## src/rtl/mux_arbiter_if.sv

```systemverilog
// Bundle of the requester-side handshake and shared-mux signals for mux_arbiter.
// master: the requesters and the mux consumer. slave: the arbiter itself.
interface mux_arbiter_if #(
    parameter int WIDTH = 1
) ();
    logic             req0;
    logic             req1;
    logic [WIDTH-1:0] I0;
    logic [WIDTH-1:0] I1;
    logic             gnt0;
    logic             gnt1;
    logic             S;
    logic [WIDTH-1:0] data_out;
    logic             data_valid;

    modport master (
        output req0, req1, I0, I1,
        input  gnt0, gnt1, S, data_out, data_valid
    );

    modport slave (
        input  req0, req1, I0, I1,
        output gnt0, gnt1, S, data_out, data_valid
    );
endinterface

```

## src/rtl/mux_arbiter.sv

```systemverilog
// Two-requester round-robin arbiter that owns the select of the shared 2:1 mux
// and registers the selected data with a valid flag.
// Optional feature: define MUX_ARB_HOLD_LIMIT_EN to force a handoff after a
// holder has kept the grant MAX_HOLD+1 cycles while the other side waits.
//
// state | meaning
// IDLE  | no grant, S holds its last value
// G0    | requester 0 granted, S=0
// G1    | requester 1 granted, S=1
module mux_arbiter #(
    parameter int WIDTH    = 1,
    parameter int MAX_HOLD = 4
) (
    input logic         clk,
    input logic         rst_n,
    mux_arbiter_if.slave bus
);
    typedef enum logic [1:0] {
        IDLE = 2'd0,
        G0   = 2'd1,
        G1   = 2'd2
    } state_t;

    state_t           state;
    state_t           state_nxt;
    logic             last;
    logic             s_q;
    logic             valid_q;
    logic [WIDTH-1:0] data_q;
    logic             hold_exp;

    if (MAX_HOLD < 1 || MAX_HOLD > 15) begin : g_bad_max_hold
        $error("mux_arbiter: MAX_HOLD must be in 1..15");
    end

`ifdef MUX_ARB_HOLD_LIMIT_EN
    logic [3:0] hold_cnt;

    assign hold_exp = (hold_cnt == 4'(MAX_HOLD));

    // Consecutive-hold counter: clears on any grant change or idle, saturates at 15.
    always_ff @(posedge clk or negedge rst_n) begin
        if (!rst_n) begin
            hold_cnt <= 4'd0;
        end else if (state_nxt != IDLE && state_nxt == state) begin
            if (hold_cnt != 4'd15) hold_cnt <= hold_cnt + 4'd1;
        end else begin
            hold_cnt <= 4'd0;
        end
    end
`else
    assign hold_exp = 1'b0;
`endif

    // Next-state: round-robin from IDLE, direct handoff between grants.
    always_comb begin
        state_nxt = state;
        case (state)
            IDLE: begin
                if (bus.req0 && bus.req1) state_nxt = last ? G0 : G1;
                else if (bus.req0)        state_nxt = G0;
                else if (bus.req1)        state_nxt = G1;
                else                      state_nxt = IDLE;
            end
            G0: begin
                if (bus.req0 && !(bus.req1 && hold_exp)) state_nxt = G0;
                else if (bus.req1)                       state_nxt = G1;
                else                                     state_nxt = IDLE;
            end
            G1: begin
                if (bus.req1 && !(bus.req0 && hold_exp)) state_nxt = G1;
                else if (bus.req0)                       state_nxt = G0;
                else                                     state_nxt = IDLE;
            end
            default: state_nxt = IDLE;
        endcase
    end

    // State register.
    always_ff @(posedge clk or negedge rst_n) begin
        if (!rst_n) state <= IDLE;
        else        state <= state_nxt;
    end

    // Round-robin pointer and mux select follow the grant; both hold through IDLE.
    always_ff @(posedge clk or negedge rst_n) begin
        if (!rst_n) begin
            last <= 1'b1;
            s_q  <= 1'b0;
        end else if (state_nxt == G0) begin
            last <= 1'b0;
            s_q  <= 1'b0;
        end else if (state_nxt == G1) begin
            last <= 1'b1;
            s_q  <= 1'b1;
        end
    end

    // Capture the granted requester's data one cycle behind the grant.
    always_ff @(posedge clk or negedge rst_n) begin
        if (!rst_n) begin
            data_q  <= '0;
            valid_q <= 1'b0;
        end else begin
            valid_q <= (state == G0) || (state == G1);
            if (state == G0)      data_q <= bus.I0;
            else if (state == G1) data_q <= bus.I1;
        end
    end

    assign bus.gnt0       = (state == G0);
    assign bus.gnt1       = (state == G1);
    assign bus.S          = s_q;
    assign bus.data_out   = data_q;
    assign bus.data_valid = valid_q;
endmodule

```

## src/flat_wrapper.sv

```systemverilog
// flat-port wrapper written by rule: the top's interface ports become plain ports
module mux_arbiter_flat 
#(
    parameter int WIDTH    = 1,
    parameter int MAX_HOLD = 4
)
  (clk, rst_n, bus_req0, bus_req1, bus_I0, bus_I1, bus_gnt0, bus_gnt1, bus_S, bus_data_out, bus_data_valid);
  mux_arbiter_if #(.WIDTH(WIDTH)) bus_i ();
  input logic clk;
  input logic rst_n;
  input wire logic [$bits(bus_i.req0)-1:0] bus_req0;
  input wire logic [$bits(bus_i.req1)-1:0] bus_req1;
  input wire logic [$bits(bus_i.I0)-1:0] bus_I0;
  input wire logic [$bits(bus_i.I1)-1:0] bus_I1;
  output wire logic [$bits(bus_i.gnt0)-1:0] bus_gnt0;
  output wire logic [$bits(bus_i.gnt1)-1:0] bus_gnt1;
  output wire logic [$bits(bus_i.S)-1:0] bus_S;
  output wire logic [$bits(bus_i.data_out)-1:0] bus_data_out;
  output wire logic [$bits(bus_i.data_valid)-1:0] bus_data_valid;
  assign bus_i.req0 = bus_req0;
  assign bus_i.req1 = bus_req1;
  assign bus_i.I0 = bus_I0;
  assign bus_i.I1 = bus_I1;
  assign bus_gnt0 = bus_i.gnt0;
  assign bus_gnt1 = bus_i.gnt1;
  assign bus_S = bus_i.S;
  assign bus_data_out = bus_i.data_out;
  assign bus_data_valid = bus_i.data_valid;
  mux_arbiter #(.WIDTH(WIDTH), .MAX_HOLD(MAX_HOLD)) u_core (.clk(clk), .rst_n(rst_n), .bus(bus_i));
endmodule
```

## config.mk

```make
export PLATFORM = sky130hd
export DESIGN_NAME = mux_arbiter_flat
export DESIGN_NICKNAME = d
export VERILOG_FILES = /design/src/rtl/mux_arbiter_if.sv /design/src/rtl/mux_arbiter.sv /design/src/flat_wrapper.sv
export SDC_FILE = /design/constraint.sdc
export NUM_CORES = 1
export LEC_CHECK = 0
export CAP_MARGIN = 0
export CORE_AREA = 2 2 39 41
export CTS_BUF_LIST = sky130_fd_sc_hd__clkbuf_2
export CTS_CLUSTER_DIAMETER = 200
export DETAILED_ROUTE_END_ITERATION = 10
export DIE_AREA = 0 0 41 43
export PLACE_DENSITY = 0.5
export SKIP_LAST_GASP = 1
export SYNTH_ARGS = -nofsm -noshare
export SYNTH_HDL_FRONTEND = slang
export SYNTH_SLANG_ARGS = --single-unit
```

## constraint.sdc

```tcl
create_clock -name clk -period 2.43 [get_ports clk]
set_clock_uncertainty 0.1 [all_clocks]
set_input_delay 0.243 -clock clk [delete_from_list [all_inputs] [get_ports clk]]
set_output_delay 0.243 -clock clk [all_outputs]
set_load 0.005 [all_outputs]
```

==> impl_metrics.env <==
export IMPL_hold_ws_ns=0.149
export IMPL_ios=11
export IMPL_post_dp_hpwl_um=510
export IMPL_setup_ws_ns=0.281
export IMPL_period_share_pct=88.4
export IMPL_report_final_slew_viol_count=0
export IMPL_synth_top_area_cell="dfrtp_1"
export IMPL_grt_total_usage_pct=9.01
export IMPL_fp_dieH_um=43
export IMPL_cts_buffers=3
export IMPL_grt_pass1_vias=274
export IMPL_detail_route_antenna_nets=0
export IMPL_fmax_ghz=0.465
export IMPL_first_pass_iters=2
export IMPL_cts_tree="built"
export IMPL_run_status="finished, final reports clean"
export IMPL_clkTransAtPathRegs_ns=0.07
export IMPL_clock_latency_ns=0.22
export IMPL_yosysWarnings=0
export IMPL_final_common_cell="clkdlybuf4s50_1"
export IMPL_hold_class="in -> async"
export IMPL_min_period_ns=2.15
export IMPL_initial_core_util_pct=24.1
export IMPL_hold_buffers=0
export IMPL_final_cells=60
export IMPL_overflow=0
export IMPL_internal_power_uw=364
export IMPL_grt_pass1_wl_um=1040
export IMPL_p_leak_uw=0.000226
export IMPL_dieArea_um2=1760
export IMPL_worst_ep_required_time_ns=2.41
export IMPL_seq_area_frac_synth_pct=45.3
export IMPL_cp_end_kind="flip-flop"
export IMPL_maxCapViolCount=0
export IMPL_grt_max_degree=7
export IMPL_wire_per_inst_um=9.95
export IMPL_ir_worst_vdd_v=0.000403
export IMPL_maxSlewHeadroom_pct=54.5
export IMPL_setup_viol=0
export IMPL_synth_cell_types=16
export IMPL_post_cts_setup_buffers=0
export IMPL_fin_setup_tns_ns=0
export IMPL_finalWirelength_um=597
export IMPL_switching_power_uw=203
export IMPL_cts_root_buf="clkbuf_2"
export IMPL_clock_path_buffers=2
export IMPL_synth_seq_cells=6
export IMPL_n_antenna_cell=0
export IMPL_dp_cells=56
export IMPL_vias=251
export IMPL_netlist_area_leader_share_pct=37.5
export IMPL_fp_row_count=14
export IMPL_synthToLayoutAreaGrowth_pct=41.9
export IMPL_combinationalPowerShare_pct=54.1
export IMPL_coreArea_um2=1380
export IMPL_cts_resized=0
export IMPL_crit_arrival_ns=2.13
export IMPL_drc=0
export IMPL_gp_congestion=0.652
export IMPL_drive_above_1_share_pct=13.6
export IMPL_dpl_worst_slack_ns=0.252
export IMPL_first_iter_violations=3
export IMPL_critPathMaxFanout=3
export IMPL_avgSynthCellArea_um2=11.1
export IMPL_power_density_nw_per_um2=1200
export IMPL_via_per_inst=4.18
export IMPL_seq_power_share_pct=32.1
export IMPL_synth_area_leaders="dfrtp_1, ha_1, dfstp_2"
export IMPL_synth_nets=41
export IMPL_final_cell_mix="clkdlybuf4s50_1, inv_1, ha_1, dfrtp_1, clkbuf_2"
export IMPL_die_x_um=41
export IMPL_portBuffers=10
export IMPL_swShare_pct=35.8
export IMPL_antenna_found_initial=0
export IMPL_power_frac_clock_pct=13.9
export IMPL_cts_sinks=6
export IMPL_worstMarginPinSlew_ns=0.665
export IMPL_fin_nets=56
export IMPL_hold_viol=0
export IMPL_grt_setup_unrepaired="no"
export IMPL_htree_levels=1
export IMPL_crit_type="reg -> reg"
export IMPL_syn_cell_area_um2=334
export IMPL_syn_inst=30
export IMPL_cp_start_kind="flip-flop"
## final timing paths
kind	from	to	slack, ns	cells after the start
max	u_core.state[0]	u_core.bus.S	0.28	7
min	rst_n	u_core.state[0]	0.15	1
max reg2reg	u_core.state[0]	u_core.bus.S	0.28	7
min reg2reg	u_core.last	u_core.last	0.39	2
max in group asynchronous	rst_n	u_core.last	1.80	1
min in group clk	u_core.last	u_core.last	0.39	2
## layout make-up
type / instances / area [um2]
Timing Repair Buffer: 10 / 100
Tap cell: 16 / 20.0
Inverter: 5 / 18.8
Clock buffer: 4 / 20.0
Multi-Input combinational cell: 19 / 164
Sequential cell: 6 / 151
Fill cell: 142 / 910
## cell usage after synthesis
cell	number
dfrtp_1	5
ha_1	5
inv_1	5
mux2i_1	2
nand2_1	2
a2111o_1	1
a2111oi_0	1
a2111oi_2	1
a21oi_1	1
and2b_1	1
dfstp_2	1
nand2b_1	1
nor2_1	1
nor2b_1	1
nor3_1	1
o21ai_0	1
## flip-flops by register name (all words and copies together), names as in the netlist
register,cells
u_core.state,2
u_core.bus.data_valid,1
u_core.last,1
u_core.bus.S,1
u_core.bus.data_out,1
## cell families after synthesis
| logic type | count (synthesis) | synth area share [%] |
|---|---|---|
| AOI/OAI and AO/OA | 5 | 13.5 |
| DFF | 6 | 45.3 |
| buffers and inverters | 5 | 5.62 |
| muxes | 2 | 5.99 |
| adders and majority gates | 5 | 18.7 |
| and+or+nand+nor | 7 | 10.9 |
## critical path: stages (launching register included)
cell,delay (ns)
dfrtp_1,0.40
inv_1,0.09
ha_1,0.20
nand2_1,0.06
a2111oi_0,0.62
ha_1,0.38
nand2_1,0.07
o21ai_0,0.08
## metal layers
metal / GRT usage, % / routed length (um) / up-vias
met4: 8.00 / 0 / 0
met2: 12.2 / 297 / 7
met3: 2.09 / 39 / 0
li1: - / - / 129
met5: 0 / 0 / -
met1: 11.2 / 261 / 115
## through the flow
| step | total power [uW] | util [%] | instance area (um2) |
|---|---|---|---|
| finish | 567 | 34.3 | 474 |
| global route | 630 | 34.3 | 474 |
| CTS | 579 | 34.3 | 474 |
| detailed placement | 495 | 32.8 | 454 |
| global placement | 487 | 32.8 | 454 |
| floorplan | 364 | - | 334 |
## power groups by stage
stage | clock network, uW | logic [uW] | registers [uW]
after floorplan | 0 | 183 | 181
after global placement | 0 | 306 | 181
after detailed placement | 0 | 312 | 184
after CTS | 83.8 | 313 | 183
after global routing | 87.7 | 354 | 188
final | 78.6 | 307 | 182
Note: power is estimated with default switching activity, not from simulation.
